[src/rtl/el2_exu_noc_result_receiver_pkg.sv]
// NoC receiver helpers: flit/pad sizing and pointer-width functions.
// No ports; imported by the result receiver, its FIFO and interface users.
package noc_types;

    function automatic int flits_per_packet(input int bits, input int flit_bits);
        return (bits + flit_bits - 1) / flit_bits;
    endfunction

    function automatic int pad_bits(input int bits, input int flit_bits);
        return flits_per_packet(bits, flit_bits) * flit_bits - bits;
    endfunction

    // Width of an index into n entries, never below one bit.
    function automatic int idx_bits(input int n);
        return (n > 1) ? $clog2(n) : 1;
    endfunction

endpackage

[src/rtl/el2_exu_noc_result_receiver_if.sv]
// Flit-in / result-out handshake bundle of the NoC result receiver.
// master: NoC sender + EXU consumer side; slave: the receiver.
interface el2_exu_noc_result_receiver_if #(
    parameter int PACKET_BITS = 32,
    parameter int FLIT_BITS   = 8,
    parameter int TAG_BITS    = 2
);
    logic                   flit_valid;
    logic [FLIT_BITS-1:0]   flit_data;
    logic                   flit_ready;
    logic                   out_valid;
    logic                   out_ready;
    logic [PACKET_BITS-1:0] out_data;
    logic [TAG_BITS-1:0]    out_tag;

    modport master (
        output flit_valid, flit_data, out_ready,
        input  flit_ready, out_valid, out_data, out_tag
    );

    modport slave (
        input  flit_valid, flit_data, out_ready,
        output flit_ready, out_valid, out_data, out_tag
    );
endinterface

[src/rtl/el2_noc_result_fifo.sv]
// Sync FIFO, any DEPTH >= 1, same-cycle push/pop (legal when full), flush.
// Ports: clk, rst, flush, push/din, pop/dout, count, full.
module el2_noc_result_fifo
    import noc_types::*;
#(
    parameter  int WIDTH = 34,
    parameter  int DEPTH = 2,
    localparam int CW    = $clog2(DEPTH + 1)
) (
    input  logic             clk,
    input  logic             rst,
    input  logic             flush,
    input  logic             push,
    input  logic [WIDTH-1:0] din,
    input  logic             pop,
    output logic [WIDTH-1:0] dout,
    output logic [CW-1:0]    count,
    output logic             full
);
    localparam int PW = idx_bits(DEPTH);

    logic [WIDTH-1:0] mem [DEPTH];
    logic [PW-1:0]    rptr, wptr;
    logic             do_push, do_pop;

    function automatic logic [PW-1:0] nxt(input logic [PW-1:0] p);
        return (p == PW'(DEPTH - 1)) ? '0 : p + 1'b1;
    endfunction

    assign full    = (count == CW'(DEPTH));
    // Pops on empty are ignored; a pop frees the slot a full push needs.
    assign do_pop  = pop && (count != '0) && !flush && !rst;
    assign do_push = push && (!full || do_pop) && !flush && !rst;
    assign dout    = mem[rptr];

    always_ff @(posedge clk) begin
        if (rst || flush) begin
            rptr  <= '0;
            wptr  <= '0;
            count <= '0;
        end else begin
            if (do_push) wptr <= nxt(wptr);
            if (do_pop)  rptr <= nxt(rptr);
            if (do_push && !do_pop)
                count <= count + 1'b1;
            else if (do_pop && !do_push)
                count <= count - 1'b1;
        end
    end

    always_ff @(posedge clk) begin
        if (do_push) mem[wptr] <= din;
    end
endmodule

[src/rtl/el2_exu_noc_result_receiver.sv]
// Deserialises LSB-first flits into {tag, payload} results and buffers them.
// Ports: clk, rst, flush, io (flit in / result out), out_padding, busy.
module el2_exu_noc_result_receiver
    import noc_types::*;
#(
    parameter int PACKET_BITS = 32,
    parameter int FLIT_BITS   = 8,
    parameter int TAG_BITS    = 2,
    parameter int DEPTH       = 2
) (
    input  logic                       clk,
    input  logic                       rst,
    input  logic                       flush,
    el2_exu_noc_result_receiver_if.slave io,
    output logic [$clog2(FLIT_BITS):0] out_padding,
    output logic                       busy
);
    localparam int W      = PACKET_BITS + TAG_BITS;
    localparam int NFLITS = flits_per_packet(W, FLIT_BITS);
    localparam int PAD    = pad_bits(W, FLIT_BITS);
    localparam int PADW   = $clog2(FLIT_BITS) + 1;
    localparam int CW     = idx_bits(NFLITS);
    localparam logic [CW-1:0] LAST = CW'(NFLITS - 1);

    typedef struct packed {
        logic [TAG_BITS-1:0]    tag;
        logic [PACKET_BITS-1:0] payload;
    } result_t;

    logic [CW-1:0]              cnt_q;
    logic [$clog2(DEPTH+1)-1:0] fifo_cnt;
    result_t                    pkt, head;
    logic                       full, fire, last_f, pop;

    assign pop    = io.out_valid && io.out_ready;
    assign fire   = io.flit_valid && io.flit_ready;
    assign last_f = fire && (cnt_q == LAST);

    // Only the final flit can stall; a same-cycle pop makes room for it.
    assign io.flit_ready = !rst && !flush &&
                           ((cnt_q != LAST) || !full || pop);

    always_ff @(posedge clk) begin
        if (rst || flush)
            cnt_q <= '0;
        else if (fire)
            cnt_q <= (cnt_q == LAST) ? '0 : cnt_q + 1'b1;
    end

    if (NFLITS > 1) begin : g_asm
        logic [(NFLITS-1)*FLIT_BITS-1:0] asm_q;

        always_ff @(posedge clk) begin
            if (fire && (cnt_q != LAST))
                asm_q[int'(cnt_q)*FLIT_BITS +: FLIT_BITS] <= io.flit_data;
        end

        // Final flit supplies the top bits; pad bits drop off here.
        assign pkt = result_t'(W'({io.flit_data, asm_q}));
    end else begin : g_direct
        assign pkt = result_t'(W'(io.flit_data));
    end

    el2_noc_result_fifo #(
        .WIDTH (W),
        .DEPTH (DEPTH)
    ) u_fifo (
        .clk   (clk),
        .rst   (rst),
        .flush (flush),
        .push  (last_f),
        .din   (pkt),
        .pop   (pop),
        .dout  (head),
        .count (fifo_cnt),
        .full  (full)
    );

    assign io.out_valid = !rst && (fifo_cnt != '0);
    assign io.out_data  = head.payload;
    assign io.out_tag   = head.tag;
    assign busy         = !rst && (cnt_q != '0);
    assign out_padding  = PADW'(PAD);
endmodule
[src/flat_wrapper.sv]
// flat-port wrapper written by rule: the top's interface ports become plain ports
module el2_exu_noc_result_receiver_flat import noc_types::*;
#(
    parameter int PACKET_BITS = 32,
    parameter int FLIT_BITS   = 8,
    parameter int TAG_BITS    = 2,
    parameter int DEPTH       = 2
)
  (clk, rst, flush, out_padding, busy, io_flit_valid, io_flit_data, io_out_ready, io_flit_ready, io_out_valid, io_out_data, io_out_tag);
  el2_exu_noc_result_receiver_if #(.PACKET_BITS(PACKET_BITS), .FLIT_BITS(FLIT_BITS), .TAG_BITS(TAG_BITS)) io_i ();
  input  logic clk;
  input  logic rst;
  input  logic flush;
  output logic [$clog2(FLIT_BITS):0] out_padding;
  output logic busy;
  input wire logic [$bits(io_i.flit_valid)-1:0] io_flit_valid;
  input wire logic [$bits(io_i.flit_data)-1:0] io_flit_data;
  input wire logic [$bits(io_i.out_ready)-1:0] io_out_ready;
  output wire logic [$bits(io_i.flit_ready)-1:0] io_flit_ready;
  output wire logic [$bits(io_i.out_valid)-1:0] io_out_valid;
  output wire logic [$bits(io_i.out_data)-1:0] io_out_data;
  output wire logic [$bits(io_i.out_tag)-1:0] io_out_tag;
  assign io_i.flit_valid = io_flit_valid;
  assign io_i.flit_data = io_flit_data;
  assign io_i.out_ready = io_out_ready;
  assign io_flit_ready = io_i.flit_ready;
  assign io_out_valid = io_i.out_valid;
  assign io_out_data = io_i.out_data;
  assign io_out_tag = io_i.out_tag;
  el2_exu_noc_result_receiver #(.PACKET_BITS(PACKET_BITS), .FLIT_BITS(FLIT_BITS), .TAG_BITS(TAG_BITS), .DEPTH(DEPTH)) u_core (.clk(clk), .rst(rst), .flush(flush), .io(io_i), .out_padding(out_padding), .busy(busy));
endmodule
[config.mk]
export PLATFORM = sky130hd
export DESIGN_NAME = el2_exu_noc_result_receiver_flat
export DESIGN_NICKNAME = d
export VERILOG_FILES = /design/src/rtl/el2_exu_noc_result_receiver_pkg.sv /design/src/rtl/el2_exu_noc_result_receiver_if.sv /design/src/rtl/el2_noc_result_fifo.sv /design/src/rtl/el2_exu_noc_result_receiver.sv /design/src/flat_wrapper.sv
export SDC_FILE = /design/constraint.sdc
export NUM_CORES = 1
export LEC_CHECK = 0
export BUFFER_PORTS_ARGS = -buffer_cell sky130_fd_sc_hd__buf_2
export CAP_MARGIN = 15
export CORE_UTILIZATION = 60
export CTS_BUF_LIST = sky130_fd_sc_hd__clkbuf_8
export DETAILED_ROUTE_END_ITERATION = 10
export MAX_ROUTING_LAYER = met4
export PLACE_DENSITY_LB_ADDON = 0.1
export SLEW_MARGIN = 10
export SYNTH_ARGS = -nofsm -noshare
export SYNTH_HDL_FRONTEND = slang
export SYNTH_SLANG_ARGS = --single-unit
[constraint.sdc]
create_clock -name clk -period 9.1 [get_ports clk]
set_input_delay 0.91 -clock clk [delete_from_list [all_inputs] [get_ports clk]]
set_output_delay 0.91 -clock clk [all_outputs]
set_load 0.1 [all_outputs]
==> results of run 1 <==
==> sequential cells by signal, summed over array words and instances (netlist names), named ones only <==
| register | flops |
|---|---|
| u_core.u_fifo.count | 2 |
| u_core.u_fifo.rptr | 1 |
| u_core.u_fifo.wptr | 1 |
| u_core.g_asm.asm_q | 32 |
| u_core.u_fifo.mem | 68 |
| u_core.cnt_q | 3 |
==> worst max-delay path: stages, from the launching register on <==
cell	delay (ns)
dfxtp_1	0.53
inv_1	0.12
ha_1	0.25
ha_1	0.25
and4bb_2	0.30
nor2_1	0.10
buf_2	0.43
==> cells in the mapped netlist (2+ instances only) <==
cell type,number
edfxtp_1,100
mux2_2,34
and2_1,25
nor2_1,14
and2_2,8
dfxtp_1,8
ha_1,8
inv_1,6
buf_4,5
a21oi_1,3
buf_2,3
o211ai_1,3
o21ai_0,3
xor2_1,3
conb_1,2
nand2_1,2
nor2b_1,2
nor3_1,2
or2_2,2
==> power groups by stage <==
| stage | Sequential [uW] | Combinational, uW | Clock (uW) |
|---|---|---|---|
| finish | 538 | 28.4 | 270 |
| global route | 539 | 30.3 | 292 |
| CTS | 538 | 28.4 | 275 |
| detailed placement | 550 | 28.2 | 0 |
| global placement | 550 | 27.9 | 0 |
| floorplan | 549 | 21.5 | 0 |
==> final timing paths <==
check | end | slack, ns | cells after the start
setup / recovery | io_flit_ready | 5.85 | 6
hold / removal | u_core.u_fifo.mem[1][31]$_DFFE_PP_ | 0.45 | 0
setup reg to reg | u_core.g_asm.asm_q[2]$_DFFE_PP_ | 6.46 | 6
hold reg to reg | u_core.u_fifo.mem[1][31]$_DFFE_PP_ | 0.45 | 0
==> area by class of cell <==
| class | count | area [um2] |
|---|---|---|
| clock buffer | 9 | 123.9 |
| timing repair buffer | 52 | 267.8 |
| inverter | 6 | 22.52 |
| clock inverter | 5 | 56.30 |
| multi-input combinational | 124 | 993.5 |
| sequential | 108 | 3163 |
| fill | 467 | 2047 |
| tap | 96 | 120.1 |
==> metrics by stage <==
step,area (um2),setup slack (ns)
final,4747,5.848
after global placement,4567,6.231
after floorplan,4235,5.567
after CTS,4747,5.846
after global routing,4747,5.711
after detailed placement,4567,6.213
==> cell families after synthesis <==
| group | share of synthesized area [%] |
|---|---|
| flip-flops | 74.81 |
| AND/OR/NAND/NOR | 9.678 |
| multiplexers | 9.056 |
| buffers and inverters | 1.864 |
| AO/OA/AOI/OAI | 1.420 |
| adder cells (fa/ha/maj) | 2.368 |
| XOR/XNOR | 0.6216 |
| other | 0.1776 |
==> routing by layer <==
metal / GRT usage [%] / up-vias / share of wire [%]
met5: - / - / 0
li1: - / 999 / -
met1: 23.12 / 1019 / 43
met3: 4.909 / 9 / 4.1
met4: 7.273 / 0 / 1.2
met2: 35.35 / 67 / 52
==> results.md, run 1 <==
- Outcome: complete, no violations
- DR vias: 2094
- Total power draw: 836.4 uW
- Root Driver: clkbuf_8
- Pwr/cell area: 176.2 nW/um2
- Synth top area share: 71.03%
- Total global-route track usage: 20.39%
- Asr flop ratio synth: 0%
- Most frequent cells in the layout: 100 x edfxtp_1, 49 x buf_2, 34 x mux2_2
- Antenna viol nets, final: 0
- Worst hold path class: flip-flop to flip-flop
- Final period utilization: 35.73%
- Primary FF master, synth: edfxtp_1
- Longest Clk Path Bufs: 2
- Critical Path Source: u_core.cnt_q[0]$_SDFFE_PP0N_
- # placed instances: 386
- Largest cells by area after synthesis: edfxtp_1 71%, mux2_2 9.1%, dfxtp_1 3.8%
- Worst hold start: u_core.g_asm.asm_q[31]$_DFFE_PP_
- Die H: 85.94 um
- Width of the die: 85.94 um
- CTS Hold Bufs: 0
- WS Path Type: flip-flop to output port
- Total grt overflow: 0
- Final number of setup-violating endpoints: 0
- Clock Latency Late Sink: 0.36 ns
- Clock Sinks: 108
- TritonCTS clock tree: yes
- Setup TNS: 0 ns
- CP Max Fanout: 10
- CP arrival: 2.34 ns
- P_leak: 0.001564 uW
- Int Pwr: 667.8 uW
- Syn Inst Count: 245
- WL per Instance: 16.89 um
- I/O Pins: 54
- VDD IR max: 104.9 uV
- Detail-routed via count per cell: 5.235
- EDFF count, synth: 100
- Synth Area per Inst: 17.26 um2
- Largest net degree at the start of global routing: 36
- Clk_skew: 0.005080 ns
- Slew Limit Fails: 0
- CTS buffer count: 9
- Starting density of the core: 62.23%
- Non-Filler Instances: 400
- Die area: 7386 um2
- First-pass DRT Iterations: 4
- Max-slew headroom: 48.60%
- Worst-path clk slew: 0.09 ns
- 1st-iter DRT viols: 79
- Reg-to-reg critical path startpoint: u_core.cnt_q[0]$_SDFFE_PP0N_
- Syn. warnings: 0
- Sw Pwr: 168.5 uW
- Switching Fraction: 20.15%
- # DRC: 0
- Fin crit period: 3.252 ns
- Post-CTS Resized: 0
- H-tree lvl count: 3
- Net count, final: 322
- Commonest non-fill, non-tap cell in the layout: edfxtp_1
- RSZ-0062 raised after global routing: no
- DP HPWL: 4285 um
- CP Capture Type: output port
- Core region area: 6794 um2
- Site Rows: 30
- Area grow syn2layout: 12.28%
- First-pass GRT wire length: 10250 um
- Post-synthesis register bit count: 108
- Gp weighted congestion: 0.8245
- Initial antenna violation count: 0
- Crit path launch type: flip-flop
- Setup bufs post-CTS: 0
- Cell taking the most area after synthesis: edfxtp_1
- Fmax: 307.5 MHz
- Clk network pwr share: 32.2%
- Sequential fraction of the synthesis area: 74.82%
- Maxcap violations: 0
- Vias in the first global route: 2061
- Yosys cell types: 31
- Port bufs: 49
- Reg power frac: 64.4%
- Share of layout cells above drive strength 1: 37.17%
- Slew at the pin closest to its max-slew limit: 0.7681 ns
- Netlist Area Pre-Place: 4228 um2
- Worst EP required: 8.19 ns
- Final wirelength: 6756 um
- ANT cells: 0
- Combinational Power Share: 3.4%
- Post-layout util: 69.87%
- Fin. Hold Viols: 0
- Worst hold slack: 0.4519 ns
Power figures use the tool's default switching activity.
==> run 2, diff against run 1 <==
CORE_UTILIZATION = 59   (was 60)
clock period = 3 ns   (was 9.1 ns; I/O delays follow)
==> run 2 against run 1 <==
Net effect: global-route usage decreased by 0.70 points; critical path depth stayed put; die area is 1.7% higher; worst hold slack worse by 0.26 ns; highest routed layer unchanged; register-to-register slack worse by 6.1 ns; cell count rose by 1.8%; clock power grew to 3.2 times the previous value; largest power group unchanged; first-iteration DRC count grew 30%; largest cell class unchanged.
==> results.md, run 2 (synthesis results as in run 1) <==
- Root Driver: clkbuf_8
- Clock Latency Late Sink: 0.36 ns
- Fin. Hold Viols: 0
- Longest Clk Path Bufs: 2
- Area grow syn2layout: 13.55%
- Slowest CP cell: dfxtp_1
- CP Max Fanout: 10
- Outcome: complete, no violations
- Total global-route track usage: 19.70%
- Clk network pwr share: 33.4%
- Worst-path clk slew: 0.09 ns
- Slew at the pin closest to its max-slew limit: 0.5436 ns
- Total grt overflow: 0
- Gp weighted congestion: 0.7647
- RSZ-0062 raised after global routing: no
- CTS buffer count: 9
- Sw Pwr: 538.9 uW
- Share of layout cells above drive strength 1: 38.91%
- Initial antenna violation count: 0
- Starting density of the core: 61.55%
- Die H: 86.65 um
- Max reg flops: 68
- DR vias: 2150
- Buf/Inv on CP: 2
- Largest reg by FF count: u_core.u_fifo.mem
- Largest net degree at the start of global routing: 35
- Cell mode on critical path: ha_1
- Setup TNS: 0 ns
- H-tree lvl count: 3
- Clk_skew: 0.01162 ns
- P_leak: 0.001608 uW
- Worst stage delay on the critical path: 0.55 ns
- Site Rows: 30
- Fin crit period: 2.632 ns
- Post-route design area: 4801 um2
- Detail-routed via count per cell: 5.283
- Width of the die: 86.65 um
- Int Pwr: 2042 uW
- TritonCTS clock tree: yes
- Setup bufs post-CTS: 0
- DP HPWL: 4358 um
- VDD IR max: 283.9 uV
- Crit path launch type: flip-flop
- CP Capture Type: output port
- First-pass GRT wire length: 10010 um
- I/O Pins: 54
- Final wirelength: 6574 um
- 1st-iter DRT viols: 103
- CTS Hold Bufs: 0
- Antenna viol nets, final: 0
- Reg power frac: 63.3%
- Core region area: 6869 um2
- ANT cells: 0
- Placed Area: 4604 um2
- Final number of setup-violating endpoints: 0
- Die area: 7508 um2
- Combinational Power Share: 3.3%
- Port bufs: 49
- Top flop regs: u_core.u_fifo.mem: 68 flops, u_core.g_asm.asm_q: 32 flops, u_core.cnt_q: 3 flops
- Critical-path cell list: inv_1 > ha_1 > ha_1 > and4bb_2 > nor2_1 > buf_2
- Net count, final: 327
- Fmax: 380.0 MHz
- First-pass DRT Iterations: 4
- Clock Sinks: 108
- Pwr/cell area: 537.7 nW/um2
- Crit-path leading delay family: flip-flops
- Vias in the first global route: 2085
- Slew Limit Fails: 0
- Commonest non-fill, non-tap cell in the layout: edfxtp_1
- Post-CTS Resized: 0
- Maxcap violations: 0
- Switching Fraction: 20.88%
- Most frequent cells in the layout: 100 x edfxtp_1, 49 x buf_2, 34 x mux2_2
- CP arrival: 2.33 ns
- Max-slew headroom: 63.63%
- # DRC: 0
- WL per Instance: 16.15 um
- Worst EP required: 2.70 ns
- Worst hold path class: input pin to flip-flop
- Final period utilization: 87.72%
- WS Path Type: flip-flop to output port
run 2: layer usage:
layer	part of all wire (%)	up-vias	global-route usage [%]
li1	-	1016	-
met1	43	1070	22.74
met2	51	56	32.76
met3	4.2	8	5.714
met4	1.5	0	7.576
met5	0	-	-
run 2: layout make-up:
cell class / count / area, um2
clock inverters: 7 / 72.57
fillers: 468 / 2068
clock buffers: 9 / 123.9
flip-flops and latches: 108 / 3163
multi-input cells: 124 / 993.5
repair buffers: 57 / 305.3
inverters: 6 / 22.52
well taps: 96 / 120.1
run 2: worst paths after layout:
path / slack (ns) / endpoint / start / cells after the start
setup / recovery: 0.37 / io_flit_ready / u_core.cnt_q[0]$_SDFFE_PP0N_ / 6
setup reg to reg: 0.40 / u_core.g_asm.asm_q[1]$_DFFE_PP_ / u_core.cnt_q[0]$_SDFFE_PP0N_ / 6
hold reg to reg: 0.44 / u_core.u_fifo.mem[1][19]$_DFFE_PP_ / u_core.g_asm.asm_q[19]$_DFFE_PP_ / 0
hold / removal: 0.19 / u_core.u_fifo.mem[1][32]$_DFFE_PP_ / io_flit_data[0] / 1
run 2: stage by stage:
step / setup slack [ns] / utilization [%] / std cells / hold slack [ns] / power [uW]
after floorplan: 0.09599 / - / 247 / 0.3989 / 1732
after global placement: 0.4877 / 67.03 / 391 / 0.4226 / 1752
after detailed placement: 0.3900 / 67.03 / 391 / 0.4313 / 1754
after CTS: 0.3422 / 69.89 / 407 / 0.1845 / 2602
after global routing: 0.2105 / 69.89 / 407 / 0.1821 / 2666
final: 0.3684 / 69.89 / 407 / 0.1939 / 2581
run 2: power by group through the flow:
stage / combinational [uW] / clock, uW / sequential, uW
after floorplan: 65.3 / 0 / 1670
final: 85.4 / 863 / 1630
after global placement: 84.5 / 0 / 1670
after global routing: 91.5 / 941 / 1630
after detailed placement: 85.9 / 0 / 1670
after CTS: 85.9 / 882 / 1630
==> run 3, diff against run 2 <==
CORE_MARGIN = 5   (was not set)
==> run 3 against run 2 <==
Net effect: non-clock buffer count unchanged; power about the same; critical endpoint unchanged; fmax down 1.2%; combinational power about the same; global-route usage down 2.0 points; highest routed layer unchanged; clock-buffer cell count unchanged; flip-flop and latch count unchanged; sequential power about the same; critical path depth unchanged; wire length up 5.3%; design area about the same; cell count unchanged.
==> results.md, run 3 (synthesis results as in run 1) <==
- Reg2reg setup slack: 0.35 ns
- Core region area: 6869 um2
- H-tree lvl count: 3
- Met2 routed WL: 3514 um
- Reg-to-reg critical path startpoint: u_core.cnt_q[0]$_SDFFE_PP0N_
- Largest net degree at the start of global routing: 35
- Maxcap violations: 0
- CP arrival: 2.36 ns
- CTS Hold Bufs: 0
- Largest reg by FF count: u_core.u_fifo.mem
- Clock Latency Late Sink: 0.36 ns
- Crit path launch type: flip-flop
- Worst hold start: io_flit_data[0]
- Fin. Hold Viols: 0
- CP Max Fanout: 10
- First-pass DRT Iterations: 4
- Clock Sinks: 108
- # DRC: 0
- Final wirelength: 6922 um
- Cell mode on critical path: ha_1
- Initial antenna violation count: 0
- Gp weighted congestion: 0.8240
- Longest Clk Path Bufs: 2
- Total power draw: 2582 uW
- Fin crit period: 2.663 ns
- Area grow syn2layout: 13.58%
- ANT cells: 0
- 1st-iter DRT viols: 105
- DR vias: 2136
- Top layer in use: met4
- Setup TNS: 0 ns
- Starting density of the core: 61.55%
- Non-Filler Instances: 407
- Fmax: 375.5 MHz
- Width of the die: 94.65 um
- Final worst slack: 0.3371 ns
- Clk_skew: 0.009496 ns
- Max-slew headroom: 64.94%
- VDD IR max: 338.2 uV
- Worst EP required: 2.70 ns
- First-pass GRT wire length: 11140 um
- Antenna viol nets, final: 0
- CTS buffer count: 9
- DP HPWL: 4632 um
- Worst hold path class: input pin to flip-flop
- Commonest non-fill, non-tap cell in the layout: edfxtp_1
- Critical-path cell list: inv_1 > ha_1 > ha_1 > and4bb_2 > nor2_1 > buf_2
- Slew at the pin closest to its max-slew limit: 0.5239 ns
- RSZ-0062 raised after global routing: no
- Post-CTS Resized: 0
- Worst-path clk slew: 0.10 ns
- Max reg flops: 68
- Final number of setup-violating endpoints: 0
- Vias in the first global route: 2205
- Share of layout cells above drive strength 1: 38.26%
- WS Path Type: flip-flop to output port
- Final period utilization: 88.76%
- Buf/Inv on CP: 2
- Routed wl met3: 290 um
- TritonCTS clock tree: yes
- CP Capture Type: output port
- WL per Instance: 17.01 um
- Root Driver: clkbuf_8
- Multi-input gate area: 993.5 um2
- Outcome: complete, no violations
- P_leak: 0.001604 uW
- Pwr/cell area: 537.7 nW/um2
- Endpoint, Worst Hold: u_core.u_fifo.mem[1][32]$_DFFE_PP_
- Total grt overflow: 0
- Worst stage delay on the critical path: 0.56 ns
- Die area: 8959 um2
- Worst hold slack: 0.2004 ns
- Port bufs: 49
- Slowest CP cell: dfxtp_1
- Die H: 94.65 um
- FF-to-FF End: u_core.u_fifo.count[1]$_SDFFE_PP0P_
- Most frequent cells in the layout: 100 x edfxtp_1, 49 x buf_2, 34 x mux2_2
- Net count, final: 327
- Metal-1 WL: 2977 um
- Total global-route track usage: 17.71%
- R2R depth: 8
- Filler cells: 484
- Hold Path Depth: 1
- Crit-path leading delay family: flip-flops
- # placed instances: 391
- I/O Pins: 54
- Sequential Area: 3163 um2
- Site Rows: 30
- Place WS: 0.3762 ns
- Setup bufs post-CTS: 0
- Detail-routed via count per cell: 5.248
- Top flop regs: u_core.u_fifo.mem: 68 flops, u_core.g_asm.asm_q: 32 flops, u_core.cnt_q: 3 flops
- Slew Limit Fails: 0
run 3: cell counts in the layout (fill, tap and decap cells not counted):
No cell type changed its count.
run 3: per-layer routing:
| metal | vias up | GRT usage (%) |
|---|---|---|
| met5 | - | - |
| met4 | 0 | 7.572 |
| met3 | 14 | 2.789 |
| met2 | 57 | 28.24 |
| met1 | 1050 | 22.75 |
| li1 | 1015 | - |
run 3: worst max path at each step:
| stage | startpoint | end | depth (start not counted) |
|---|---|---|---|
| after floorplan | u_core.cnt_q[0]$_SDFFE_PP0N_ | u_core.u_fifo.mem[0][0]$_DFFE_PP_ | 5 |
| after global placement | u_core.cnt_q[0]$_SDFFE_PP0N_ | u_core.g_asm.asm_q[7]$_DFFE_PP_ | 6 |
| after detailed placement | u_core.cnt_q[0]$_SDFFE_PP0N_ | u_core.u_fifo.count[1]$_SDFFE_PP0P_ | 8 |
| after CTS | u_core.cnt_q[0]$_SDFFE_PP0N_ | io_flit_ready | 6 |
| after global routing | u_core.cnt_q[0]$_SDFFE_PP0N_ | u_core.u_fifo.count[1]$_SDFFE_PP0P_ | 8 |
| final | u_core.cnt_q[0]$_SDFFE_PP0N_ | io_flit_ready | 6 |
run 3: cell type report:
class,instances,share of cell area (%)
Sequential cell,108,65.87
Multi-Input combinational cell,124,20.69
Timing Repair Buffer,57,6.357
Clock buffer,9,2.579
Tap cell,96,2.501
Clock inverter,7,1.537
Inverter,6,0.4690
run 3: through the flow:
stage | util (%) | area, um2
floorplan | - | 4235
global placement | 67.03 | 4604
detailed placement | 67.03 | 4604
CTS | 69.91 | 4802
global route | 69.91 | 4802
finish | 69.91 | 4802
run 3: worst reg2reg max path, stage by stage, from the launching register on:
cell and delay, ns:
dfxtp_1 0.56, inv_1 0.12, ha_1 0.24, ha_1 0.24, and4bb_2 0.31, nor3_1 0.26
ha_1 0.31, or3_1 0.38, a21oi_1 0.15
run 3: report_power, final:
group	switching, uW	leakage [uW]	internal, uW	total [uW]
logic	61.9	0.000561	23.2	85.1
registers	4.41	0.000946	1630	1630
clock network	473	0.0000968	391	864
